[src/rtl/l1_mem_arbiter_pkg.sv]
// Shared definitions for the L1 memory-bus arbiter.
//   arb_state_t : arbiter FSM encodings (IDLE / granted to L1I / granted to L1D)
//   WORD_OFF    : log2 of the beat stride in bytes (4-byte beats)
package l1_mem_arbiter_pkg;

  typedef enum logic [1:0] {
    ARB_IDLE  = 2'b00,
    ARB_GNT_I = 2'b01,
    ARB_GNT_D = 2'b10
  } arb_state_t;

  localparam int unsigned WORD_OFF = 2;

endpackage

[src/rtl/l1_mem_arbiter_rr_arb2.sv]
// Two-requester round-robin pick with a registered last-winner bit.
//   clk, rst_n : clock, asynchronous active-low reset
//   i_req      : L1I request
//   d_req      : L1D request
//   take       : the current pick is accepted this cycle; remember the winner
//   win_i      : L1I is picked
//   win_d      : L1D is picked
module rr_arb2 (
  input  logic clk,
  input  logic rst_n,
  input  logic i_req,
  input  logic d_req,
  input  logic take,
  output logic win_i,
  output logic win_d
);

  // 1 = L1D won last; reset to D so L1I wins the first tie.
  logic last_d;

  always_comb begin
    win_i = 1'b0;
    win_d = 1'b0;
    if (i_req && d_req) begin
      win_i = last_d;
      win_d = !last_d;
    end else begin
      win_i = i_req;
      win_d = d_req;
    end
  end

  always_ff @(posedge clk or negedge rst_n) begin
    if (!rst_n) begin
      last_d <= 1'b1;
    end else if (take && (win_i || win_d)) begin
      last_d <= win_d;
    end
  end

endmodule

[src/rtl/l1_mem_arbiter.sv]
// Shares the refill/writeback memory bus between L1I (refills) and L1D
// (refills and writebacks). Each grant runs a BEATS-word burst with a
// per-beat address counter; one idle cycle separates bursts.
//   clk, rst_n                      : clock, asynchronous active-low reset
//   i_req/i_addr                    : L1I refill request and miss address
//   i_grant/i_rvalid/i_rdata/i_done : L1I ownership, read beats, last-beat pulse
//   d_req/d_we/d_addr/d_wdata       : L1D request, direction, address, write beat
//   d_grant/d_wready/d_rvalid/
//   d_rdata/d_done                  : L1D ownership, write accept, read beats, last-beat pulse
//   m_req/m_we/m_addr/m_wdata       : memory-side beat request
//   m_ack/m_rdata                   : memory-side beat completion and read data
module l1_mem_arbiter
  import l1_mem_arbiter_pkg::*;
#(
  parameter int unsigned ADDR_W = 32,
  parameter int unsigned DATA_W = 32,
  parameter int unsigned BEATS  = 4
) (
  input  logic              clk,
  input  logic              rst_n,
  input  logic              i_req,
  input  logic [ADDR_W-1:0] i_addr,
  output logic              i_grant,
  output logic              i_rvalid,
  output logic [DATA_W-1:0] i_rdata,
  output logic              i_done,
  input  logic              d_req,
  input  logic              d_we,
  input  logic [ADDR_W-1:0] d_addr,
  input  logic [DATA_W-1:0] d_wdata,
  output logic              d_grant,
  output logic              d_wready,
  output logic              d_rvalid,
  output logic [DATA_W-1:0] d_rdata,
  output logic              d_done,
  output logic              m_req,
  output logic              m_we,
  output logic [ADDR_W-1:0] m_addr,
  output logic [DATA_W-1:0] m_wdata,
  input  logic              m_ack,
  input  logic [DATA_W-1:0] m_rdata
);

  localparam int unsigned CNT_W = $clog2(BEATS);
  localparam int unsigned OFF_W = CNT_W + WORD_OFF;
  localparam logic [ADDR_W-1:0] LINE_MASK = {ADDR_W{1'b1}} << OFF_W;
  localparam logic [CNT_W-1:0]  LAST_BEAT = CNT_W'(BEATS - 1);

  arb_state_t        state_q, state_d;
  logic [CNT_W-1:0]  beat_cnt;
  logic [ADDR_W-1:0] line_addr;
  logic              lat_we;
  logic              win_i, win_d;
  logic              idle;
  logic              beat_ack;
  logic              last_ack;

  assign idle = (state_q == ARB_IDLE);

  rr_arb2 u_rr (
    .clk   (clk),
    .rst_n (rst_n),
    .i_req (i_req),
    .d_req (d_req),
    .take  (idle),
    .win_i (win_i),
    .win_d (win_d)
  );

  // m_ack only counts while a beat is actually requested.
  assign beat_ack = !idle && m_ack;
  assign last_ack = beat_ack && (beat_cnt == LAST_BEAT);

  always_ff @(posedge clk or negedge rst_n) begin
    if (!rst_n) begin
      state_q <= ARB_IDLE;
    end else begin
      state_q <= state_d;
    end
  end

  always_comb begin
    state_d = state_q;
    case (state_q)
      ARB_IDLE: begin
        if (win_i) begin
          state_d = ARB_GNT_I;
        end else if (win_d) begin
          state_d = ARB_GNT_D;
        end
      end
      ARB_GNT_I, ARB_GNT_D: begin
        if (last_ack) begin
          state_d = ARB_IDLE;
        end
      end
      default: state_d = ARB_IDLE;
    endcase
  end

  always_ff @(posedge clk or negedge rst_n) begin
    if (!rst_n) begin
      beat_cnt  <= '0;
      line_addr <= '0;
      lat_we    <= 1'b0;
    end else if (idle) begin
      if (win_i) begin
        line_addr <= i_addr & LINE_MASK;
        lat_we    <= 1'b0;
        beat_cnt  <= '0;
      end else if (win_d) begin
        line_addr <= d_addr & LINE_MASK;
        lat_we    <= d_we;
        beat_cnt  <= '0;
      end
    end else if (beat_ack) begin
      beat_cnt <= last_ack ? '0 : beat_cnt + 1'b1;
    end
  end

  always_comb begin
    i_grant  = (state_q == ARB_GNT_I);
    d_grant  = (state_q == ARB_GNT_D);
    m_req    = !idle;
    m_we     = !idle && lat_we;
    m_addr   = idle ? '0 : (line_addr | (ADDR_W'(beat_cnt) << WORD_OFF));
    m_wdata  = d_grant ? d_wdata : '0;
    i_rvalid = i_grant && m_ack;
    i_rdata  = i_grant ? m_rdata : '0;
    i_done   = i_grant && last_ack;
    d_rvalid = d_grant && !lat_we && m_ack;
    d_wready = d_grant && lat_we && m_ack;
    d_rdata  = d_grant ? m_rdata : '0;
    d_done   = d_grant && last_ack;
  end

endmodule
[config.mk]
export PLATFORM = sky130hd
export DESIGN_NAME = l1_mem_arbiter
export DESIGN_NICKNAME = d
export VERILOG_FILES = /design/src/rtl/l1_mem_arbiter_pkg.sv /design/src/rtl/l1_mem_arbiter_rr_arb2.sv /design/src/rtl/l1_mem_arbiter.sv
export SDC_FILE = /design/constraint.sdc
export NUM_CORES = 1
export LEC_CHECK = 0
export CELL_PAD_IN_SITES_DETAIL_PLACEMENT = 0
export CELL_PAD_IN_SITES_GLOBAL_PLACEMENT = 2
export CORE_MARGIN = 2
export CORE_UTILIZATION = 15
export DETAILED_ROUTE_END_ITERATION = 7
export GPL_ROUTABILITY_DRIVEN = 0
export MAX_ROUTING_LAYER = met4
export PLACE_DENSITY = 0.95
export SKIP_CTS_REPAIR_TIMING = 1
export SLEW_MARGIN = 20
export SYNTH_ARGS = -nofsm -noshare
export SYNTH_HDL_FRONTEND = slang
export SYNTH_SLANG_ARGS = --single-unit
[constraint.sdc]
create_clock -name clk -period 2.6 [get_ports clk]
set_input_delay 0.39 -clock clk [delete_from_list [all_inputs] [get_ports clk]]
set_output_delay 0.39 -clock clk [all_outputs]
set_load 0.05 [all_outputs]
* Yosys cells after proc, flatten, opt, wreduce, memory -nomap -nowiden
Cells that the tools add are included.
Word-level totals: flip-flop bits (word level) 38
Operators by class: add/sub/neg operators 1, equal/unequal tests 5, mux-type cells 19, bitwise logic cells 1, reduce and logical (&&, ||, !) cells 23
Operators by type and width (count):
- $mux 32 | 6
- $or 32x4->32 | 1
- $mux 2 | 8
- $logic_and 1x1->1 | 12
- $reduce_and 2->1 | 3
- $eq 2x2->1 const B | 2
- $mux 1 | 4
- $pmux 2 s2 | 1
- $reduce_bool 2->1 | 2
- $logic_not 1->1 | 3
- $ne 3x1->1 const B | 1
- $add 2x1->2 const B | 1
- $eq 2x1->1 const B | 1
- $logic_not 2->1 | 1
- $ne 2x2->1 const B | 1
- $reduce_or 2->1 | 1
- $logic_or 1x1->1 | 1

* Logic depth before layout (Yosys ltp)
depth in word-level cells 7, depth in mapped cells 7, depth with buffers taken out 5

* Hierarchy
A second synthesis with hierarchy kept.
Second synthesis, totals: cells, all modules 308, area, all modules 2538.7 um^2
By module, submodules not included:
- l1_mem_arbiter | times used 1, cells each 302, area each 2482.4 um^2, sequential area each 825.8 um^2
- rr_arb2 | times used 1, cells each 6, area each 56.3 um^2, sequential area each 26.3 um^2

* Worst setup path after synthesis
OpenSTA, ideal clock, no wires.
path type register to output, start point register state_q[0], end point output d_rvalid, arrival time 1967 ps, setup slack 243 ps, cell stages (with the launch flop) 6, path buffers 1, cells stage by stage dfrtp_1 -> inv_1 -> ha_1 -> clkbuf_1 -> nand2_1 -> nor2_1
On the way: cells in the longest elaborated chain, start to end 3
Ends and longest elaborated chain:
- start: declaration | line l1_mem_arbiter.sv:49 | arb_state_t state_q, state_d;
- start signal: assignment | line l1_mem_arbiter.sv:78 | state_q <= state_d;
- $eq 2x2->1 | line l1_mem_arbiter.sv:123 | d_grant = (state_q == ARB_GNT_D);
- named net d_grant | line l1_mem_arbiter.sv:31 | output logic d_grant,
- $logic_and 1x1->1 (2 in series) | line l1_mem_arbiter.sv:131 | d_rvalid = d_grant && !lat_we && m_ack;
- end: declaration | line l1_mem_arbiter.sv:33 | output logic d_rvalid,
The timed path passes the listed nets, and every way through them passes these cells.

* Final worst setup path
start point register state_q[1], end point output m_req
On the way: cells in the longest elaborated chain, start to end 2
Ends and longest elaborated chain:
- $logic_not 2->1 | line l1_mem_arbiter.sv:58 | assign idle = (state_q == ARB_IDLE);
- $logic_not 1->1 | line l1_mem_arbiter.sv:124 | m_req = !idle;
- end: declaration | line l1_mem_arbiter.sv:36 | output logic m_req,
No other way between the ends.

==> flow_metrics.tcl <==
set metrics [dict create \
    vias 3328 \
    p_leak_nw 2.68 \
    vias_per_cell 4.07 \
    finalCritPeriodShare_pct 89.3 \
    synth_edf_count 0 \
    path_cells "inv_1 > ha_1 > inv_1 > clkdlybuf4s50_1" \
    r2r_slack_ps 740 \
    p_sw_share_pct 52.1 \
    remaining_drc_errors 0 \
    rows 48 \
    p_int_w 0.00352 \
    clock_skew_ps 4.93 \
    tns_ps 0 \
    cts-root-buf "clkbuf_16" \
    finalMaxSlewViolations 0 \
    rsz0062_at_grt "false" \
    p_clk_share_pct 8.2 \
    setup_violations 0 \
    overflow 0 \
    r2r_end "line_addr[14]" \
    die_w_um 137 \
    p_switching_w 0.00382 \
    worst_setup_path_start_kind "register" \
    first_global_vias 3164 \
    worstPathRequired_ps 2210 \
    initialDrtViolationCount 122 \
    fin_nets 730 \
    grt_use_total_pct 13.3 \
    numCtsBuffers 5 \
    clock_latency_ps 280 \
    ys_ff_latch 34 \
    ys_async_sr_fraction_pct 100 \
    drive_above_1_share_pct 26.7 \
    dp_hpwl_um 10400 \
    grt_max_degree 45 \
    seq_area_frac_synth_pct 32.1 \
    cts_tree "yes" \
    synth_cell_type_count 34 \
    path_common_cell "inv_1" \
    grt_antenna_before_repair 0 \
    fp.dieArea_sq_um 18800 \
    fin_area_sq_um 6540 \
    max-cap-violations 0 \
    cts_buffer_depth 2 \
    wl_per_cell_um 15.8 \
    htreeDepth 2 \
    status "finished clean" \
    max_slew_margin_pct 44.1 \
    worstRegToRegCells 7 \
    worst-path-max-fanout 5 \
    period_minus_slack_ps 2320 \
    clkTransAtPathRegs_ps 60 \
    boundaryPins 271 \
    post_dp_cell_area_sq_um 6400 \
    antenna_cells 0 \
    crit_buf_inv 3 \
    initial_utilization_pct 15.3 \
    io_buffers 260 \
    drt_wl_total_um 12900 \
    syn_area_sq_um 2650 \
    end_kind "output pin" \
    ys.warnings.count 0 \
    core_sq_um 17300 \
    hold_viol 0 \
    critical_path_class "reg2out" \
    cp.arrival_ps 1930 \
    synth_flop_cell "dfrtp_1" \
    hold_path.class "in2async" \
    p_per_area_nw_per_um2 1120 \
    first_pass_iters 4 \
    r2r-start "state_q[1]" \
    syn_area_per_cell_sq_um 7.67 \
    crit_slowest_cell "clkdlybuf4s50_1" \
    fmax_ghz 0.431 \
    crit_family "buffers and inverters" \
    comb_power_share_pct 79.2 \
    die_h_um 137 \
    syn_inst 346 \
    area_delta_synth_final_pct 147 \
    worst_path_largest_cell_delay_ps 850 \
    cts.sinks 34 \
    drtAntennaViolNets 0 \
    worstMarginPinSlew_ps 839 \
    pwr-share-seq_pct 12.6 \
    grt_pass1_wl_um 18400 \
    ir_worst_vdd_mv 0.490 \
]
[final cells by class]
type                            instances  area [sq um]
Fill cell                            1722         10800
Timing Repair Buffer                  272          3640
Multi-Input combinational cell        273          1600
Sequential cell                        34           852
Tap cell                              225           282
Clock buffer                            7           143
Inverter                                5          18.8
Clock inverter                          1          5.00
[synth_stat cells (2+ instances only)]
library cell	instances	area share [%]
a31oi_1	29	6.8
and2_1	97	23
and3_1	2	0.47
buf_2	8	1.5
buf_4	6	1.7
buf_6	3	1.3
clkbuf_1	17	2.4
dfrtp_1	33	31
ha_1	5	2.4
inv_1	4	0.57
nand2_1	2	0.28
nand2b_1	2	0.47
nand3_1	28	5.3
nor2_1	31	4.4
nor2b_1	31	7.3
o21ai_0	19	3.6
o21ai_1	12	2.3
[cells in the final DEF, fill, tap and decap left out, types with 4 or more instances in the layout]
cell	netlist	final
a31oi_1	29	29
and2_1	97	97
buf_12	0	103
buf_4	6	43
clkbuf_16	0	5
clkdlybuf4s50_1	0	125
dfrtp_1	33	33
ha_1	5	4
inv_1	4	4
nand3_1	28	28
nor2_1	31	31
nor2b_1	31	31
o21ai_0	19	19
o21ai_1	12	12
[state kept, by name, indices dropped and copies added, names as in the netlist]
name / cells
lat_we: 1
beat_cnt: 2
state_q: 2
line_addr: 28
u_rr.last_d: 1
[through the flow]
step                instances  utilization [%]  setup slack (ps)  hold slack [ps]  power, W
floorplan                 347                -               243             94.4   0.00426
global placement          809             37.0               573              498   0.00678
detailed placement        809             37.0               542              503   0.00681
CTS                       817             37.8               233              257   0.00744
global route              817             37.8               152              286   0.00771
finish                    817             37.8               278              217   0.00733
[per-layer routing]
metal  track usage (%)  share of wire [%]  vias up
li1                  -                  -     1637
met1              14.0                 36     1517
met2              24.7                 53      158
met3              3.56                9.0       16
met4              3.09                2.0        0
met5                 -                  0        -
[how the worst max path moves through the flow]
stage	depth (start not counted)	to	start	slack, ps
final	4	m_req	state_q[1]	280
after global routing	5	d_rdata[18]	state_q[0]	150
after CTS	4	m_req	state_q[1]	230
after detailed placement	4	m_req	state_q[1]	540
after global placement	4	m_req	state_q[0]	570
after floorplan	5	d_rvalid	state_q[0]	240
[power by group through the flow]
stage	registers, W	logic [W]	clock network [W]
2_1_floorplan	0.000900	0.00336	0
3_3_place_gp	0.000926	0.00586	0
3_5_place_dp	0.000937	0.00587	0
4_1_cts	0.000926	0.00589	0.000625
5_1_grt	0.000969	0.00610	0.000644
6_report	0.000922	0.00581	0.000604
[cells by family (layout without fill, tap and decap cells)]
| logic type | Yosys count | in the layout | share of synthesized area [%] |
|---|---|---|---|
| AO/OA/AOI/OAI | 69 | 69 | 15.3 |
| adder cells (fa/ha/maj) | 5 | 5 | 2.36 |
| buffers and inverters | 40 | 285 | 7.78 |
| flip-flops | 34 | 34 | 32.1 |
| other | 1 | 2 | 0.141 |
| AND/OR/NAND/NOR | 197 | 197 | 42.3 |
Power figures use the tool's default switching activity.
